**src/rtl/sb_trans_scheduler.sv**
```systemverilog
// Sideband transaction scheduler: fixed-priority issue to the SB generator.
// SB_AT_RETRY_EN adds AT response tracking with timeout and retry.
module sb_trans_scheduler #(
  parameter int GAP_CYCLES  = 16,
  parameter int RSP_TIMEOUT = 4096,
  parameter int MAX_RETRY   = 2
) (
  input  logic       sb_clk,
  input  logic       rst,
  input  logic       lt_req,
  input  logic       at_cmd_req,
  input  logic [7:0] at_cmd_addr,
  input  logic       at_rsp_req,
  input  logic [7:0] at_rsp_addr,
  input  logic       at_rsp_rcvd,
  input  logic       trans_sent,
  input  logic       disconnected_s,
  output logic [2:0] trans_sel,
  output logic [7:0] control_unit_data,
  output logic       lt_done,
  output logic       at_rsp_done,
  output logic       at_cmd_done,
  output logic       at_cmd_err,
  output logic       busy
);
  localparam logic [1:0] S_IDLE  = 2'd0;
  localparam logic [1:0] S_ISSUE = 2'd1;
  localparam logic [1:0] S_WAIT  = 2'd2;
  localparam logic [1:0] S_GAP   = 2'd3;

  localparam logic [2:0] SEL_NONE = 3'd0;
  localparam logic [2:0] SEL_CMD  = 3'd2;
  localparam logic [2:0] SEL_RSP  = 3'd3;
  localparam logic [2:0] SEL_LT   = 3'd4;

  localparam int GW = (GAP_CYCLES > 1) ? $clog2(GAP_CYCLES) : 1;
  localparam logic [GW-1:0] GAP_LAST =
    GW'((GAP_CYCLES > 0) ? GAP_CYCLES - 1 : 0);

  logic [1:0]    state, state_n;
  logic [2:0]    cur, cur_n, win;
  logic          p_lt, p_lt_n;
  logic          p_cmd, p_cmd_n;
  logic          p_rsp, p_rsp_n;
  logic [7:0]    cmd_addr, cmd_addr_n;
  logic [7:0]    rsp_addr, rsp_addr_n;
  logic [GW-1:0] gap_cnt, gap_cnt_n;
  logic [2:0]    sel_n;
  logic [7:0]    data_n;
  logic          busy_n;
  logic          sent_ev, disc_ev;
  logic          clr_lt, clr_cmd, clr_rsp;
  logic          acc_cmd, acc_rsp;
  logic          cmd_blk, retry_set;
  logic          cmd_done_n, cmd_err_n;

  assign sent_ev = (state == S_WAIT) && trans_sent;
  assign disc_ev = disconnected_s &&
    ((state == S_ISSUE) || ((state == S_WAIT) && !trans_sent));
  assign clr_lt  = sent_ev && (cur == SEL_LT);
  assign clr_cmd = sent_ev && (cur == SEL_CMD);
  assign clr_rsp = sent_ev && (cur == SEL_RSP);

`ifdef SB_AT_RETRY_EN
  localparam int TW = $clog2(RSP_TIMEOUT + 1);
  localparam logic [TW-1:0] TO_LAST = TW'(RSP_TIMEOUT - 1);
  localparam int RW = (MAX_RETRY > 0) ? $clog2(MAX_RETRY + 1) : 1;
  localparam logic [RW-1:0] RETRY_MAX = RW'(MAX_RETRY);

  logic          wait_act, wait_act_n;
  logic [TW-1:0] to_cnt, to_cnt_n;
  logic [RW-1:0] retry, retry_n;

  // A command whose send is completing already owns the response wait.
  always_comb begin
    wait_act_n = wait_act;
    to_cnt_n   = to_cnt;
    retry_n    = retry;
    retry_set  = 1'b0;
    cmd_done_n = 1'b0;
    cmd_err_n  = 1'b0;
    cmd_blk    = wait_act || clr_cmd;
    if (clr_cmd) begin
      wait_act_n = 1'b1;
      to_cnt_n   = '0;
    end else if (wait_act) begin
      if (at_rsp_rcvd) begin
        cmd_done_n = 1'b1;
        wait_act_n = 1'b0;
        retry_n    = '0;
      end else if (disc_ev) begin
        cmd_err_n  = 1'b1;
        wait_act_n = 1'b0;
        retry_n    = '0;
      end else if (to_cnt == TO_LAST) begin
        wait_act_n = 1'b0;
        if (retry < RETRY_MAX) begin
          retry_set = 1'b1;
          retry_n   = retry + 1'b1;
        end else begin
          cmd_err_n = 1'b1;
          retry_n   = '0;
        end
      end else begin
        to_cnt_n = to_cnt + 1'b1;
      end
    end
  end

  always_ff @(posedge sb_clk or negedge rst) begin
    if (!rst) begin
      wait_act <= 1'b0;
      to_cnt   <= '0;
      retry    <= '0;
    end else begin
      wait_act <= wait_act_n;
      to_cnt   <= to_cnt_n;
      retry    <= retry_n;
    end
  end
`else
  logic unused_rsp;
  assign unused_rsp = at_rsp_rcvd ^ (RSP_TIMEOUT == 0) ^ (MAX_RETRY == 0);
  assign cmd_blk    = 1'b0;
  assign retry_set  = 1'b0;
  assign cmd_done_n = clr_cmd;
  assign cmd_err_n  = 1'b0;
`endif

  always_comb begin
    acc_cmd = at_cmd_req && (!p_cmd || clr_cmd) && !cmd_blk;
    acc_rsp = at_rsp_req && (!p_rsp || clr_rsp);
    p_lt_n  = lt_req | (p_lt & ~clr_lt);
    p_rsp_n = acc_rsp | (p_rsp & ~clr_rsp);
    p_cmd_n = acc_cmd | retry_set | (p_cmd & ~clr_cmd);
    rsp_addr_n = acc_rsp ? at_rsp_addr : rsp_addr;
    cmd_addr_n = acc_cmd ? at_cmd_addr : cmd_addr;
    if (p_rsp)     win = SEL_RSP;
    else if (p_lt) win = SEL_LT;
    else           win = SEL_CMD;
  end

  always_comb begin
    state_n   = state;
    cur_n     = cur;
    gap_cnt_n = gap_cnt;
    sel_n     = SEL_NONE;
    data_n    = control_unit_data;
    unique case (state)
      S_IDLE: begin
        if ((p_lt | p_cmd | p_rsp) && !disconnected_s) begin
          state_n = S_ISSUE;
          cur_n   = win;
          sel_n   = win;
          if (win == SEL_RSP)      data_n = rsp_addr;
          else if (win == SEL_CMD) data_n = cmd_addr;
          else                     data_n = 8'h00;
        end
      end
      S_ISSUE: state_n = disconnected_s ? S_IDLE : S_WAIT;
      S_WAIT: begin
        if (trans_sent) begin
          state_n   = (GAP_CYCLES == 0) ? S_IDLE : S_GAP;
          gap_cnt_n = '0;
        end else if (disconnected_s) begin
          state_n = S_IDLE;
        end
      end
      S_GAP: begin
        if (gap_cnt == GAP_LAST) state_n = S_IDLE;
        else gap_cnt_n = gap_cnt + 1'b1;
      end
      default: state_n = S_IDLE;
    endcase
    busy_n = (state_n != S_IDLE) | p_lt_n | p_cmd_n | p_rsp_n;
  end

  always_ff @(posedge sb_clk or negedge rst) begin
    if (!rst) begin
      state             <= S_IDLE;
      cur               <= SEL_NONE;
      p_lt              <= 1'b0;
      p_cmd             <= 1'b0;
      p_rsp             <= 1'b0;
      cmd_addr          <= 8'h00;
      rsp_addr          <= 8'h00;
      gap_cnt           <= '0;
      trans_sel         <= SEL_NONE;
      control_unit_data <= 8'h00;
      lt_done           <= 1'b0;
      at_rsp_done       <= 1'b0;
      at_cmd_done       <= 1'b0;
      at_cmd_err        <= 1'b0;
      busy              <= 1'b0;
    end else begin
      state             <= state_n;
      cur               <= cur_n;
      p_lt              <= p_lt_n;
      p_cmd             <= p_cmd_n;
      p_rsp             <= p_rsp_n;
      cmd_addr          <= cmd_addr_n;
      rsp_addr          <= rsp_addr_n;
      gap_cnt           <= gap_cnt_n;
      trans_sel         <= sel_n;
      control_unit_data <= data_n;
      lt_done           <= clr_lt;
      at_rsp_done       <= clr_rsp;
      at_cmd_done       <= cmd_done_n;
      at_cmd_err        <= cmd_err_n;
      busy              <= busy_n;
    end
  end

endmodule

```
**config.mk**
```make
export PLATFORM = sky130hd
export DESIGN_NAME = sb_trans_scheduler
export DESIGN_NICKNAME = d
export VERILOG_FILES = /design/src/rtl/sb_trans_scheduler.sv
export SDC_FILE = /design/constraint.sdc
export NUM_CORES = 1
export LEC_CHECK = 0
export BUFFER_PORTS_ARGS = -buffer_cell sky130_fd_sc_hd__buf_4
export CAP_MARGIN = 20
export CELL_PAD_IN_SITES_DETAIL_PLACEMENT = 1
export CELL_PAD_IN_SITES_GLOBAL_PLACEMENT = 1
export CORE_MARGIN = 2
export CORE_UTILIZATION = 45
export CTS_CLUSTER_SIZE = 40
export DETAILED_ROUTE_END_ITERATION = 10
export PLACE_DENSITY = 0.86
export REMOVE_ABC_BUFFERS = 1
export SETUP_SLACK_MARGIN = 0.05
export SLEW_MARGIN = 10
export SYNTH_ARGS = -nofsm -noshare
export SYNTH_HDL_FRONTEND = slang
export SYNTH_SLANG_ARGS = --single-unit
```
**constraint.sdc**
```tcl
create_clock -name sb_clk -period 4.6 [get_ports sb_clk]
set_input_delay 0.46 -clock sb_clk [delete_from_list [all_inputs] [get_ports sb_clk]]
set_output_delay 0.46 -clock sb_clk [all_outputs]
set_load 0.01 [all_outputs]
```
==> flow_summary.ini <==
[yosys]
ys_seq_area_frac = 0.607
synthFlopType = dfrtp_1
synth-warning-count = 0
synth_edf_count = 0
synthArstFlopShare = 1.00
avgSynthCellArea_um2 = 12.1
synth_area_mm2 = 0.00177
syn_inst = 146
ys_types = 29
ys_ff_latch = 43

[layout]
area_growth_pct = 24.3
nets = 209
diodes = 0
drive_above_1_share = 0.351

[place]
io_buffer_count = 37
place_hpwl_mm = 2.67
pre_cts_slack_ns = 2.43
gp_congestion = 0.743

[pwr]
internal_power_uw = 923
switching_share = 0.318
p_per_area_mw_per_mm2 = 615
p_comb_frac = 0.296
ir_drop_v = 0.000349
leakage_uw = 0.00106
pwr-share-seq = 0.480
switchingPower_uw = 431
clkPwrFrac = 0.223

[sta]
max_freq_mhz = 459
tightest_slew_ns = 0.583
grt_setup_unrepaired = false
fin_tns_setup_ns = 0
fin_ws_ns = 2.42
hold_viol = 0
period_share = 0.473
min_period_ns = 2.18
slew_headroom = 0.609
setup_viol = 0
worst_clock_skew_ns = 0.00805
final_max_slew_viol_count = 0

[floorplanning]
initial_utilization = 0.477
pin_count = 40
fp.dieH_um = 66.7
die_w_um = 66.7
fp.dieArea_mm2 = 0.00445
num_rows = 22
core_mm2 = 0.00372

[run_status]
status = completed

[critical_path]
cp.required_ns = 4.78
path_class = register to register
cp-start-kind = register
r2r_start = state[0]
cp_cell_sequence = nand3b_4, o31ai_1, or4bb_1, or4_1
cp_slowest_stage_delay_ns = 0.51
crit_arrival_ns = 2.35
crit_path_end_kind = register
critPathMaxFanout = 12
r2r_slack_ns = 2.42
critPathLaunch = state[0]
critical_path.slowest_cell = dfrtp_1

[worst_hold_path]
hold_path.class = input port to asynchronous set/reset pin

[drt]
first_pass_iters = 4
num_vias = 1257
detail_route.vias_per_cell = 5.39
drt_iter0_markers = 49
ant_nets = 0
wl_per_cell_um = 16.3
totalWireLength_mm = 3.80
drc = 0

[global_routing]
gr-total-overflow = 0
grt_max_degree = 44
grt_pass1_wl_mm = 6.43
grt_usage = 0.200
antenna_found_initial = 0
grt_pass1_vias = 1330

[clocking]
cts.sinks = 43
root_buffer = clkbuf_8
tritoncts = done
post_cts_buffers = 0
path_clk_slew_ns = 0.08
cts_resized = 0
hold_buffers = 0
clkLatencyLatePin_ns = 0.30
cts_buffer_depth = 2
h-tree-depth = 2
cts_buffers = 5

[run]
drv_cap = 0
critical path, delay by kind of cell, from the launching register on:
kind / cells / cell delay (ns)
compound gates: 1 / 0.40
flops: 1 / 0.51
simple gates: 3 / 1.15
final cells by class:
type | count | area, um2
clock buffer | 6 | 82.6
multi-input combinational | 90 | 641
sequential | 43 | 1080
fill | 400 | 1510
inverter | 6 | 22.5
clock inverter | 2 | 35.0
timing repair buffer | 38 | 285
tap | 48 | 60.1
cells in the mapped netlist, types with 2 or more instances:
library cell  number  share of area
and3_1             2         0.0071
clkbuf_1           5          0.011
o31ai_1            4          0.017
nand2b_1           2         0.0071
nor2_1             2         0.0042
nand3_1            3         0.0085
o21ai_0           13          0.037
inv_1              6          0.013
and2_1             2         0.0071
nor3_1             3         0.0085
mux2_2            16           0.10
dfrtp_1           43           0.61
a21o_1             3          0.013
a22oi_1            8          0.034
a21oi_1            4          0.011
a22o_1             3          0.015
nand2_1           15          0.032
power by group through the flow:
| stage | Combinational (uW) | Clock, uW | Sequential (uW) |
|---|---|---|---|
| 2_1_floorplan | 245 | 0 | 639 |
| 3_3_place_gp | 377 | 0 | 643 |
| 3_5_place_dp | 403 | 0 | 654 |
| 4_1_cts | 407 | 312 | 648 |
| 5_1_grt | 449 | 330 | 673 |
| 6_report | 401 | 302 | 651 |
worst paths after layout:
kind / endpoint / depth (start not counted)
setup / recovery: busy / 4
hold / removal: gap_cnt[3] / 1
max in group asynchronous: cmd_addr[4] / 1
setup reg to reg: busy / 4
hold reg to reg: control_unit_data[4] / 2
min in group sb_clk: p_lt / 2
sequential cells by signal, indices dropped and copies added, names as in the netlist:
| register | count |
|---|---|
| cmd_addr | 8 |
| p_rsp | 1 |
| p_cmd | 1 |
| trans_sel | 3 |
| rsp_addr | 8 |
| busy | 1 |
| lt_done | 1 |
| at_rsp_done | 1 |
| control_unit_data | 8 |
| cur | 3 |
| gap_cnt | 4 |
| state | 2 |
| p_lt | 1 |
| at_cmd_done | 1 |
placed cells by master (no fill, tap or decap), types with 4 or more instances in the layout:
| cell | n |
|---|---|
| a21oi_1 | 4 |
| a22oi_1 | 8 |
| buf_4 | 38 |
| clkbuf_8 | 6 |
| dfrtp_1 | 43 |
| inv_1 | 6 |
| mux2_2 | 16 |
| nand2_1 | 15 |
| o21ai_0 | 13 |
layer usage:
| metal | share of wire | track usage | vias up |
|---|---|---|---|
| li1 | - | - | 594 |
| met1 | 0.43 | 0.245 | 628 |
| met2 | 0.50 | 0.336 | 29 |
| met3 | 0.048 | 0.0625 | 6 |
| met4 | 0.015 | 0.0612 | 0 |
| met5 | 0 | 0 | - |
through the flow:
| step | instance area (um2) | hold slack (ns) | instances | power (uW) | util |
|---|---|---|---|---|---|
| floorplan | 1730 | 0.164 | 139 | 884 | - |
| global placement | 2080 | 0.468 | 225 | 1020 | 0.561 |
| detailed placement | 2080 | 0.476 | 225 | 1060 | 0.561 |
| CTS | 2200 | 0.144 | 233 | 1370 | 0.593 |
| global route | 2200 | 0.157 | 233 | 1450 | 0.593 |
| finish | 2200 | 0.132 | 233 | 1350 | 0.593 |
kinds of logic after synthesis:
group,share of synthesized area
buffers and inverters,0.0339
other,0.00212
DFF,0.607
adders and majority gates,0.00706
and+or+nand+nor,0.113
muxes,0.102
AOI/OAI and AO/OA,0.135
(Power assumes the default switching activity.)
